===== config.mk =====
export PLATFORM = sky130hd
export DESIGN_NAME = strided_collector_flat
export DESIGN_NICKNAME = d
export VERILOG_FILES = /design/src/rtl/strided_collector_if.sv /design/src/rtl/strided_collector.sv /design/src/flat_wrapper.sv
export SDC_FILE = /design/constraint.sdc
export NUM_CORES = 1
export LEC_CHECK = 0
export BUFFER_PORTS_ARGS = -buffer_cell sky130_fd_sc_hd__buf_4
export CORE_AREA = 2 2 233 235
export CTS_BUF_LIST = sky130_fd_sc_hd__clkbuf_2
export DETAILED_ROUTE_END_ITERATION = 7
export DIE_AREA = 0 0 235 237
export GPL_ROUTABILITY_DRIVEN = 0
export GPL_TIMING_DRIVEN = 1
export PLACE_DENSITY = 0.42
export RECOVER_POWER = 100
export SLEW_MARGIN = 20
export SYNTH_ARGS = -nofsm -noshare
export SYNTH_HDL_FRONTEND = slang
export SYNTH_SLANG_ARGS = --single-unit

===== constraint.sdc =====
create_clock -name clk -period 3.3 [get_ports clk]
set_input_delay 0.495 -clock clk [delete_from_list [all_inputs] [get_ports clk]]
set_output_delay 0.495 -clock clk [all_outputs]
set_load 0.01 [all_outputs]

===== src/rtl/strided_collector_if.sv =====
// Output-FIFO side of the strided collector.
//   fifo_push  collector -> FIFO   push strobe
//   fifo_dat   collector -> FIFO   beat data, lane i at bits [i*DW +: DW]
//   fifo_mask  collector -> FIFO   per-lane valid mask for the beat
//   fifo_full  FIFO -> collector   FIFO cannot accept a push this cycle
interface strided_collector_if #(
  parameter int LANES = 2,
  parameter int DW    = 32
) ();
  logic                  fifo_push;
  logic [LANES*DW-1:0]   fifo_dat;
  logic [LANES-1:0]      fifo_mask;
  logic                  fifo_full;

  modport master (output fifo_push, output fifo_dat, output fifo_mask, input fifo_full);
  modport slave  (input fifo_push, input fifo_dat, input fifo_mask, output fifo_full);
endinterface


===== src/rtl/strided_collector.sv =====
// Drains the M x K systolic-array result matrix into the output FIFO,
// LANES words per beat, in row- or column-major order chosen per job.
// Partial last beats are zero-padded and qualified by fifo_mask.
//
// Ports
//   clk              clock, all logic on posedge
//   nrst             synchronous active-low reset
//   start_i          1-cycle pulse arming a new job (ignored while busy)
//   col_major_i      order select, latched with start: 0 row-major, 1 column-major
//   out_i            result words, element r*K+c at [(r*K+c)*DW +: DW]
//   done_dispatch_i  dispatcher has issued all operands
//   done_i           array computation complete (level or pulse)
//   err_i            array error (level or pulse)
//   fif              FIFO interface (master side)
//   sys_comp_done_o  sticky: done seen in this job
//   sys_comp_err_o   sticky: err seen in this job
//   fill_done_o      sticky: every word has been pushed
//   busy_o           high in WAIT or DRAIN
//
// state | meaning
// ------+-------------------------------------------------------------
// IDLE  | after reset, waiting for start
// WAIT  | armed, waiting for done (and done_dispatch) or err
// DRAIN | pushing beats while the FIFO has room
// DONE  | all words pushed, waiting for the next start
// ERR   | job aborted by err, waiting for the next start
module strided_collector #(
  parameter int M     = 4,
  parameter int K     = 4,
  parameter int LANES = 2,
  parameter int DW    = 32
) (
  input  logic                 clk,
  input  logic                 nrst,
  input  logic                 start_i,
  input  logic                 col_major_i,
  input  logic [M*K*DW-1:0]    out_i,
  input  logic                 done_dispatch_i,
  input  logic                 done_i,
  input  logic                 err_i,
  strided_collector_if.master  fif,
  output logic                 sys_comp_done_o,
  output logic                 sys_comp_err_o,
  output logic                 fill_done_o,
  output logic                 busy_o
);

  localparam int MK = M * K;
  localparam int PW = $clog2(MK + LANES) + 1;
  // Order table spans every value ptr+lane can take, so lookups never go out of range.
  localparam int NE = 2 ** PW;
  localparam logic [PW-1:0] MK_P    = PW'(MK);
  localparam logic [PW-1:0] LANES_P = PW'(LANES);

  typedef enum logic [2:0] {
    S_IDLE  = 3'd0,
    S_WAIT  = 3'd1,
    S_DRAIN = 3'd2,
    S_DONE  = 3'd3,
    S_ERR   = 3'd4
  } state_t;

  state_t          state_q, state_d;
  logic [PW-1:0]   ptr_q, ptr_d;
  logic            col_major_q, col_major_d;
  logic            comp_done_q, comp_done_d;
  logic            comp_err_q, comp_err_d;
  logic            fill_done_q, fill_done_d;

  logic                push_c;
  logic [PW-1:0]       ptr_nxt;
  logic                last_beat;
  logic [LANES*DW-1:0] dat_c;
  logic [LANES-1:0]    mask_c;

  // Order element e -> source word. The column-major index is a constant per
  // entry, so the only run-time cost is a 2:1 mux per element.
  logic [DW-1:0] ord_word [NE];

  for (genvar e = 0; e < NE; e++) begin : g_ord
    if (e < MK) begin : g_live
      localparam int SRC_C = ((e % M) * K) + (e / M);
      assign ord_word[e] = col_major_q ? out_i[SRC_C*DW +: DW] : out_i[e*DW +: DW];
    end else begin : g_pad
      assign ord_word[e] = '0;
    end
  end

  assign ptr_nxt   = ptr_q + LANES_P;
  assign last_beat = (ptr_nxt >= MK_P);

  always_comb begin
    logic [PW-1:0] e_idx;
    e_idx  = '0;
    dat_c  = '0;
    mask_c = '0;
    if (state_q == S_DRAIN) begin
      for (int i = 0; i < LANES; i++) begin
        e_idx = ptr_q + PW'(i);
        if (e_idx < MK_P) begin
          mask_c[i]          = 1'b1;
          dat_c[i*DW +: DW]  = ord_word[e_idx];
        end
      end
    end
  end

  always_comb begin
    state_d     = state_q;
    ptr_d       = ptr_q;
    col_major_d = col_major_q;
    comp_done_d = comp_done_q;
    comp_err_d  = comp_err_q;
    fill_done_d = fill_done_q;
    push_c      = 1'b0;

    case (state_q)
      S_IDLE, S_DONE, S_ERR: begin
        if (start_i) begin
          state_d     = S_WAIT;
          ptr_d       = '0;
          col_major_d = col_major_i;
          comp_done_d = 1'b0;
          comp_err_d  = 1'b0;
          fill_done_d = 1'b0;
        end
      end

      S_WAIT: begin
        if (done_i) comp_done_d = 1'b1;
        if (err_i)  comp_err_d  = 1'b1;
        // Decide on the registered stickies so a same-cycle done+err resolves to ERR.
        if (comp_err_q) begin
          state_d = S_ERR;
        end else if (comp_done_q && done_dispatch_i) begin
          state_d = S_DRAIN;
        end
      end

      S_DRAIN: begin
        push_c = ~fif.fifo_full;
        if (done_i) comp_done_d = 1'b1;
        if (push_c) begin
          ptr_d = ptr_nxt;
          if (last_beat) begin
            fill_done_d = 1'b1;
            state_d     = S_DONE;
          end
        end
        // A push in the same cycle still completes; err only redirects the state.
        if (err_i) begin
          comp_err_d = 1'b1;
          state_d    = S_ERR;
        end
      end

      default: state_d = S_IDLE;
    endcase
  end

  always_ff @(posedge clk) begin
    if (!nrst) begin
      state_q     <= S_IDLE;
      ptr_q       <= '0;
      col_major_q <= 1'b0;
      comp_done_q <= 1'b0;
      comp_err_q  <= 1'b0;
      fill_done_q <= 1'b0;
    end else begin
      state_q     <= state_d;
      ptr_q       <= ptr_d;
      col_major_q <= col_major_d;
      comp_done_q <= comp_done_d;
      comp_err_q  <= comp_err_d;
      fill_done_q <= fill_done_d;
    end
  end

  assign fif.fifo_push   = push_c;
  assign fif.fifo_dat    = dat_c;
  assign fif.fifo_mask   = mask_c;

  assign sys_comp_done_o = comp_done_q;
  assign sys_comp_err_o  = comp_err_q;
  assign fill_done_o     = fill_done_q;
  assign busy_o          = (state_q == S_WAIT) || (state_q == S_DRAIN);

endmodule

===== src/flat_wrapper.sv =====
// flat-port wrapper written by rule: the top's interface ports become plain ports
module strided_collector_flat 
#(
  parameter int M     = 4,
  parameter int K     = 4,
  parameter int LANES = 2,
  parameter int DW    = 32
)
  (clk, nrst, start_i, col_major_i, out_i, done_dispatch_i, done_i, err_i, sys_comp_done_o, sys_comp_err_o, fill_done_o, busy_o, fif_fifo_push, fif_fifo_dat, fif_fifo_mask, fif_fifo_full);
  strided_collector_if #(.LANES(LANES), .DW(DW)) fif_i ();
  input  logic clk;
  input  logic nrst;
  input  logic start_i;
  input  logic col_major_i;
  input  logic [M*K*DW-1:0] out_i;
  input  logic done_dispatch_i;
  input  logic done_i;
  input  logic err_i;
  output logic sys_comp_done_o;
  output logic sys_comp_err_o;
  output logic fill_done_o;
  output logic busy_o;
  output wire logic [$bits(fif_i.fifo_push)-1:0] fif_fifo_push;
  output wire logic [$bits(fif_i.fifo_dat)-1:0] fif_fifo_dat;
  output wire logic [$bits(fif_i.fifo_mask)-1:0] fif_fifo_mask;
  input wire logic [$bits(fif_i.fifo_full)-1:0] fif_fifo_full;
  assign fif_fifo_push = fif_i.fifo_push;
  assign fif_fifo_dat = fif_i.fifo_dat;
  assign fif_fifo_mask = fif_i.fifo_mask;
  assign fif_i.fifo_full = fif_fifo_full;
  strided_collector #(.M(M), .K(K), .LANES(LANES), .DW(DW)) u_core (.clk(clk), .nrst(nrst), .start_i(start_i), .col_major_i(col_major_i), .out_i(out_i), .done_dispatch_i(done_dispatch_i), .done_i(done_i), .err_i(err_i), .fif(fif_i), .sys_comp_done_o(sys_comp_done_o), .sys_comp_err_o(sys_comp_err_o), .fill_done_o(fill_done_o), .busy_o(busy_o));
endmodule

==> metrics.yaml, run 1 <==
synth-edff-count: 0
die_h_um: 237
synth-async-reset-ratio: 0
cts_tree: "yes"
ant_nets: 0
crit_family: "buffers and inverters"
cts_setup_buffers: 0
core_um2: 53300
grt_pass1_wl_mm: 70.4
max_freq_mhz: 323
grt_overflow: 0
critical_path_buf_inv_count: 3
final_max_slew_viol_count: 0
insertion_delay_ps: 320
fin_skew_ps: 12.5
drt_pass1_iterations: 5
cts_resized: 0
vias: 10200
regArea_um2: 255
hold_buffers: 0
slew_headroom: 0.622
wl_per_cell_um: 22.4
clk_pin_slew_ps: 170
clockBufferDepth: 2
hold_viol: 0
n_fill_cell: 5833
grt_pass1_vias: 11000
die_area_um2: 55700
synth.top_cell.area_share: 0.352
netlist.top_cell.by_area: "mux4_2"
viasPerCell: 4.76
leakagePower_nw: 5.05
initial_core_util: 0.154
synthFlopType: "dfxtp_1"
cp_max_fo: 45
setup_viol: 0
multi_input_area_um2: 7270
tns_ps: 0
drc: 0
power_density_nw_per_um2: 228
drt_iter0_markers: 448
cts_made_buffers: 3
required_ps: 2800
rsz0062_at_grt: "false"
maxCapViolCount: 0
synth_area_per_cell_um2: 9.11
status: "finished, final reports clean"
max_slew.worst_pin.slew_ps: 566
hp-class: "in2reg"
drive_above_1_share: 0.516
area_growth_pct: 62.6
fin_crit_sh: 0.938
worstSetupEndpointType: "output port"
worstPathArrival_ps: 2600
setup.worst_path.class: "reg2out"
ys_types: 41
synth_area_um2: 8190
clock-root-buffer: "clkbuf_2"
cpMaxStageDelayCell: "clkbuf_2"
hpwl_mm: 41.2
grt_max_degree: 90
crit_path_max_incr_delay_ps: 460
yosys_warnings: 0
routed_wl_mm: 48.2
synth_area_leaders: "mux4_2 35%, mux2i_1 24%, a21oi_1 6.2%, a211oi_1 6.0%, o22ai_1 5.0%"
chipWidth_um: 235
worstSetupStartpointType: "flip-flop"
rows: 85
cts_sinks: 12
syn_inst: 899
synth_nets: 1420
seq_area_frac_synth: 0.0293
min_period_ps: 3090
path_cells: "buf_12 -> clkbuf_2 -> mux2i_1 -> o21ai_0 -> a21oi_1 -> o22ai_1 -> clkbuf_1"
ios: 591
track_usage: 0.164
htreeDepth: 1
antenna_found_initial: 1
port_buffers: 590
num-nets-final: 1975
holdWs_ps: 389
peakVddDrop_v: 0.000149
ys_ff_latch: 12
==> kinds of logic after synthesis <==
group / Yosys count / synth area share
flip-flops: 12 / 0.0293
multiplexers: 321 / 0.588
adder cells (fa/ha/maj): 1 / 0.00153
buffers and inverters: 114 / 0.0846
AND/OR/NAND/NOR: 168 / 0.0894
AO/OA/AOI/OAI: 283 / 0.207
==> power breakdown <==
group	internal, W	switching [W]
Sequential	0.000166	0.0000560
Combinational	0.00144	0.00127
Clock	0.0000263	0.0000710
Total	0.00163	0.00140
==> cell usage in the layout (no fill, tap or decap), types with 2 or more instances in the layout <==
master / n
nand2_1: 36
nand2b_2: 2
o21ai_0: 41
buf_6: 3
nand2b_1: 5
dfxtp_4: 4
diode_2: 2
buf_4: 591
a21boi_0: 2
nor3b_1: 2
nor2_1: 101
buf_12: 9
nand3b_1: 2
o22ai_1: 65
clkbuf_2: 6
a211oi_1: 65
and3_1: 2
nand3_1: 2
a21oi_1: 102
clkbuf_1: 50
mux4_2: 128
mux2i_1: 193
clkbuf_4: 3
o211a_1: 2
nor2b_1: 5
inv_1: 4
dfxtp_1: 8
nand2_2: 2
a32oi_1: 2
==> per-stage QoR <==
| stage | power (W) | cell area, µm² | utilization | worst slack [ps] | instances |
|---|---|---|---|---|---|
| after detailed placement | 0.00309 | 13500 | 0.254 | 451 | 2145 |
| final | 0.00304 | 13300 | 0.250 | 206 | 2151 |
| after floorplan | 0.00184 | 8190 | - | 1270 | 899 |
| after CTS | 0.00320 | 13500 | 0.254 | 40.7 | 2149 |
| after global placement | 0.00307 | 13500 | 0.254 | 488 | 2145 |
| after global routing | 0.00328 | 13300 | 0.250 | 43.9 | 2149 |
==> layer usage <==
metal,global-route usage,up-vias,routed length (µm)
li1,-,4739,-
met5,0,-,0
met3,0.0296,33,3080
met2,0.314,444,25700
met1,0.190,5015,18500
met4,0.0299,0,875
==> worst paths after layout <==
kind	from	slack [ps]	cells after the start	to
max reg2reg	u_core.ptr_q[2]	1120	6	u_core.state_q[0]
max	u_core.col_major_q	210	7	fif_fifo_dat[58]
min reg2reg	u_core.sys_comp_done_o	540	2	u_core.sys_comp_done_o
min	done_i	390	3	u_core.sys_comp_done_o
==> final cells by class <==
type | instances | area share
antenna | 2 | 0.000376
clock buffer | 3 | 0.00113
clock inverter | 1 | 0.000282
inverter | 4 | 0.00113
multi-input combinational | 773 | 0.546
sequential | 12 | 0.0192
tap | 696 | 0.0654
timing repair buffer | 660 | 0.367
==> flip-flops by register name (all words and copies together), names as in the netlist <==
register                count
u_core.state_q              3
u_core.ptr_q                5
u_core.sys_comp_err_o       1
u_core.col_major_q          1
u_core.sys_comp_done_o      1
u_core.fill_done_o          1
==> cells in the mapped netlist, drive strengths merged (2+ instances only) <==
cell and instances:
nor2b 5, a21boi 3, nor4 2, o21ai 41, a211oi 65, o211a 2, dfxtp 12, and3 2
buf 65, nand2 38, nand3b 2, a21oi 102, nor2 101, nor3b 2, nand2b 7, clkbuf 45
mux4 128, a32oi 2, inv 4, o22ai 65, nand3 2, mux2i 193
==> worst reg2reg max path, stage by stage, from the launching register on <==
cell and delay (ps):
dfxtp_4 640, buf_4 380, ha_1 320, and3_1 180
o21ai_0 100, and4_1 210, o311a_1 280
Note: power is estimated with default switching activity, not from simulation.
==> inputs of run 2 (changes only) <==
--- a/config.mk
+++ b/config.mk
@@ -6,13 +6,14 @@
 export NUM_CORES = 1
 export LEC_CHECK = 0
 export BUFFER_PORTS_ARGS = -buffer_cell sky130_fd_sc_hd__buf_4
-export CORE_AREA = 2 2 233 235
+export CAP_MARGIN = 20
+export CORE_AREA = 2 2 232 234
 export CTS_BUF_LIST = sky130_fd_sc_hd__clkbuf_2
 export DETAILED_ROUTE_END_ITERATION = 7
-export DIE_AREA = 0 0 235 237
+export DIE_AREA = 0 0 234 236
 export GPL_ROUTABILITY_DRIVEN = 0
 export GPL_TIMING_DRIVEN = 1
-export PLACE_DENSITY = 0.42
+export PLACE_DENSITY = 0.43
 export RECOVER_POWER = 100
 export SLEW_MARGIN = 20
 export SYNTH_ARGS = -nofsm -noshare
==> metrics.yaml, run 2 (synthesized netlist as in run 1, its figures left out) <==
min_period_ps: 3140
cpMaxStageDelayCell: "buf_2"
required_ps: 2800
grt_max_degree: 61
hpwl_mm: 42.1
tns_ps: 0
drive_above_1_share: 0.521
routed_wl_mm: 49.2
grt_overflow: 0
path_cells: "nand2b_1 -> nor4_4 -> nand2b_2 -> buf_2 -> clkbuf_1 -> o22ai_1 -> clkbuf_1"
vias: 10400
max_freq_mhz: 318
initial_core_util: 0.154
ios: 591
core_um2: 53100
clock-root-buffer: "clkbuf_2"
total_power_w: 0.00304
final_cell_mix: "598 x buf_4, 192 x mux2i_1, 128 x mux4_2, 102 x a21oi_1, 101 x nor2_1"
rsz0062_at_grt: "false"
fin_cells: 2158
crit_top_cell: "clkbuf_1"
slew_headroom: 0.372
track_usage: 0.167
leakagePower_nw: 5.10
worstPathArrival_ps: 2650
fin_crit_sh: 0.952
drt_pass1_iterations: 5
fin_skew_ps: 14.5
cts_tree: "yes"
worstSetupStartpointType: "flip-flop"
ant_nets: 0
die_area_um2: 55200
htreeDepth: 1
chipWidth_um: 234
largestRegisters: "u_core.ptr_q: 5 flops, u_core.state_q: 3 flops"
post-place-cells: 2152
clockBufferDepth: 2
final_common_cell: "buf_4"
hold_viol: 0
peakVddDrop_v: 0.000210
setup_viol: 0
crit_family: "buffers and inverters"
crit_path_max_incr_delay_ps: 710
insertion_delay_ps: 310
maxCapViolCount: 0
drt_iter0_markers: 367
critical_path_buf_inv_count: 3
viasPerCell: 4.80
area_growth_pct: 63.6
worstSetupEndpointType: "output port"
hp-class: "in2reg"
n_fill_cell: 5854
rows: 85
wl_per_cell_um: 22.8
antenna_found_initial: 2
clk_pin_slew_ps: 150
status: "finished, final reports clean"
num-nets-final: 1982
cts_sinks: 12
largest_register_ffs: 5
max_slew.worst_pin.slew_ps: 942
cp_max_fo: 25
power_density_nw_per_um2: 227
setup.worst_path.class: "reg2out"
die_h_um: 236
cts_setup_buffers: 0
drc: 0
grt_pass1_vias: 10900
port_buffers: 590
cts_made_buffers: 3
hold_buffers: 0
final_max_slew_viol_count: 0
largest_register: "u_core.ptr_q"
grt_pass1_wl_mm: 69.8
run 2: cell count changes in the layout (fill, tap and decap cells not counted):
| cell | previous run | this run |
|---|---|---|
| a21boi_1 | 1 | 0 |
| buf_4 | 591 | 598 |
| mux2i_2 | 0 | 1 |
| mux2i_1 | 193 | 192 |
| a21boi_0 | 2 | 3 |
| clkbuf_2 | 6 | 10 |
| clkbuf_1 | 50 | 48 |
| clkbuf_4 | 3 | 0 |
| buf_12 | 9 | 12 |
| buf_6 | 3 | 1 |
run 2: metrics by stage:
| step | setup slack, ps | area, µm² | hold WS, ps | util |
|---|---|---|---|---|
| after floorplan | 1270 | 8190 | 502 | - |
| after detailed placement | 356 | 13600 | 491 | 0.256 |
| final | 158 | 13400 | 405 | 0.252 |
| after global routing | 52.5 | 13400 | 429 | 0.252 |
| after CTS | 74.1 | 13600 | 386 | 0.256 |
| after global placement | 336 | 13600 | 478 | 0.256 |
run 2: layer usage:
layer / up-vias / wire length [µm] / GRT usage
met5: - / 0 / 0
met1: 5076 / 18000 / 0.186
met2: 467 / 25800 / 0.316
met3: 43 / 4030 / 0.0359
met4: 0 / 1310 / 0.0433
li1: 4773 / - / -
run 2: path summary, 6_finish.rpt:
check | start | endpoint | slack, ps | cells after the start
min reg2reg | u_core.sys_comp_done_o | u_core.sys_comp_done_o | 520 | 2
max | u_core.state_q[2] | fif_fifo_dat[31] | 160 | 7
max reg2reg | u_core.ptr_q[1] | u_core.state_q[0] | 1140 | 7
min | done_i | u_core.sys_comp_done_o | 400 | 3
run 2: cell type report:
cell class | instances | area [µm²] | share of cell area
tap | 696 | 871 | 0.0650
clock inverter | 1 | 3.75 | 0.000280
multi-input combinational | 773 | 7270 | 0.543
antenna | 2 | 5.00 | 0.000374
clock buffer | 3 | 15.0 | 0.00112
timing repair buffer | 667 | 4960 | 0.370
inverter | 4 | 15.0 | 0.00112
sequential | 12 | 255 | 0.0191
run 2: timing repair:
item,CTS,global route
resized for setup,1,0
setup endpoints to repair,1,0
hold endpoints to repair,0,0
run 2: tightest hold or removal path, stage by stage:
cell and delay [ps]:
buf_4 80, a21oi_1 50, nor2_1 70
run 2: power by group:
group / total (W) / internal, W / switching (W) / leakage (nW)
clock network: 0.0000887 / 0.0000263 / 0.0000624 / 0.0140
logic: 0.00272 / 0.00144 / 0.00129 / 4.98
registers: 0.000229 / 0.000166 / 0.0000623 / 0.101
==> inputs of run 3 (changes only) <==
--- a/config.mk
+++ b/config.mk
@@ -14,7 +14,7 @@
 export GPL_ROUTABILITY_DRIVEN = 0
 export GPL_TIMING_DRIVEN = 1
 export PLACE_DENSITY = 0.43
-export RECOVER_POWER = 100
+export RECOVER_POWER = 50
 export SLEW_MARGIN = 20
 export SYNTH_ARGS = -nofsm -noshare
 export SYNTH_HDL_FRONTEND = slang
==> metrics.yaml, run 3 (synthesized netlist as in run 1, its figures left out) <==
status: "finished, final reports clean"
routed_wl_mm: 49.2
htreeDepth: 1
worstSetupEndpointType: "output port"
final_common_cell: "buf_4"
track_usage: 0.167
vias: 10300
reg2reg_to: "u_core.state_q[0]"
hold_viol: 0
crit_family: "buffers and inverters"
p_seq_frac: 0.074
rsz0062_at_grt: "false"
worstPathArrival_ps: 2630
num-nets-final: 1982
grt_overflow: 0
peakVddDrop_v: 0.000211
worstSetupStartpointType: "flip-flop"
hold_buffers: 0
grt_max_degree: 61
fin_skew_ps: 11.2
setup_viol: 0
cts_setup_buffers: 0
largest_register_ffs: 5
initial_core_util: 0.154
required_ps: 2800
tns_ps: 0
drc: 0
setup.worst_path.class: "reg2out"
crit_top_cell: "buf_4"
power.switching_w: 0.00141
total_power_w: 0.00309
leakagePower_nw: 5.21
cts_sinks: 12
drt_pass1_iterations: 5
final_max_slew_viol_count: 0
port_buffers: 590
cpMaxStageDelayCell: "buf_2"
p_comb_frac: 0.897
r2r_cells: 7
crit_path_max_incr_delay_ps: 430
drive_above_1_share: 0.539
cts_tree: "yes"
max_freq_mhz: 320
ios: 591
min_period_ps: 3120
holdWs_ps: 405
dp_slack_ps: 356
max_slew.worst_pin.slew_ps: 939
cp_max_fo: 25
critical_path_buf_inv_count: 3
swShare: 0.456
largest_register: "u_core.ptr_q"
maxCapViolCount: 0
die_area_um2: 55200
largestRegisters: "u_core.ptr_q: 5 flops, u_core.state_q: 3 flops"
clockBufferDepth: 2
die_h_um: 236
rows: 85
n_fill_cell: 5817
p_int_w: 0.00168
area_growth_pct: 65.1
hpwl_mm: 42.1
grt_pass1_vias: 10900
slew_headroom: 0.374
final_cell_mix: "631 x buf_4, 192 x mux2i_1, 128 x mux4_2, 102 x a21oi_1, 101 x nor2_1"
hp-class: "in2reg"
clock-root-buffer: "clkbuf_2"
antenna_found_initial: 2
p_clk_frac: 0.029
wl_per_cell_um: 22.8
whs_path_depth: 3
layout_setup_ws_ps: 180
core_um2: 53100
rrSetupSlack_ps: 1140
chipWidth_um: 234
cts_made_buffers: 3
hold_start: "done_i"
power_density_nw_per_um2: 229
fin_crit_sh: 0.946
hold_end: "u_core.sys_comp_done_o"
clk_pin_slew_ps: 150
insertion_delay_ps: 310
cts_resized: 1
ant_nets: 0
viasPerCell: 4.79
path_cells: "nand2b_1 -> nor4_4 -> nand2b_2 -> buf_2 -> buf_4 -> o22ai_1 -> buf_4"
timing.rr.start: "u_core.ptr_q[1]"
drt_iter0_markers: 350
grt_pass1_wl_mm: 69.8
## run 3: changes by cell type in the layout (fill, tap and decap cells not counted), sizes merged
cell	previous run	this run
buf	612	645
clkbuf	58	25
## run 3: per-layer routing
layer	vias up	wire length [µm]	global-route usage
met2	451	25800	0.316
li1	4770	-	-
met5	-	0	0
met1	5064	18100	0.186
met4	0	1330	0.0433
met3	45	3990	0.0359
## run 3: worst max path at each step
stage | slack [ps] | endpoint | cells past startpoint | start
after floorplan | 1270 | fif_fifo_dat[34] | 5 | u_core.ptr_q[1]
after global placement | 340 | fif_fifo_dat[46] | 7 | u_core.ptr_q[1]
after detailed placement | 360 | fif_fifo_dat[46] | 7 | u_core.ptr_q[1]
after CTS | 70 | fif_fifo_dat[52] | 6 | u_core.col_major_q
after global routing | 50 | fif_fifo_dat[46] | 7 | u_core.ptr_q[1]
final | 180 | fif_fifo_dat[31] | 7 | u_core.state_q[2]
## run 3: cell type report
class | count | area, µm² | area share
clock buffers | 3 | 15.0 | 0.00111
multi-input cells | 773 | 7270 | 0.538
clock inverters | 1 | 3.75 | 0.000278
flip-flops and latches | 12 | 255 | 0.0189
well taps | 696 | 871 | 0.0644
diodes | 2 | 5.00 | 0.000370
inverters | 4 | 15.0 | 0.00111
repair buffers | 667 | 5090 | 0.376
## run 3: power by group through the flow
stage / clock [W] / combinational [W] / sequential [W]
finish: 0.0000885 / 0.00278 / 0.000229
global route: 0.0000988 / 0.00299 / 0.000235
floorplan: 0 / 0.00164 / 0.000194
CTS: 0.0000962 / 0.00287 / 0.000229
global placement: 0 / 0.00283 / 0.000231
detailed placement: 0 / 0.00286 / 0.000232
## run 3: through the flow
stage / std cells / util / cell area, µm²
detailed placement: 2152 / 0.256 / 13600
finish: 2158 / 0.255 / 13500
global route: 2157 / 0.255 / 13500
global placement: 2152 / 0.256 / 13600
floorplan: 899 / - / 8190
CTS: 2156 / 0.256 / 13600
## run 3: worst reg2reg max path, stage by stage (launching register included)
cell     delay (ps)
dfxtp_4         510
buf_12          250
buf_4           250
ha_1            280
and3_1          180
o21ai_0         110
and4_1          210
o311a_1         290
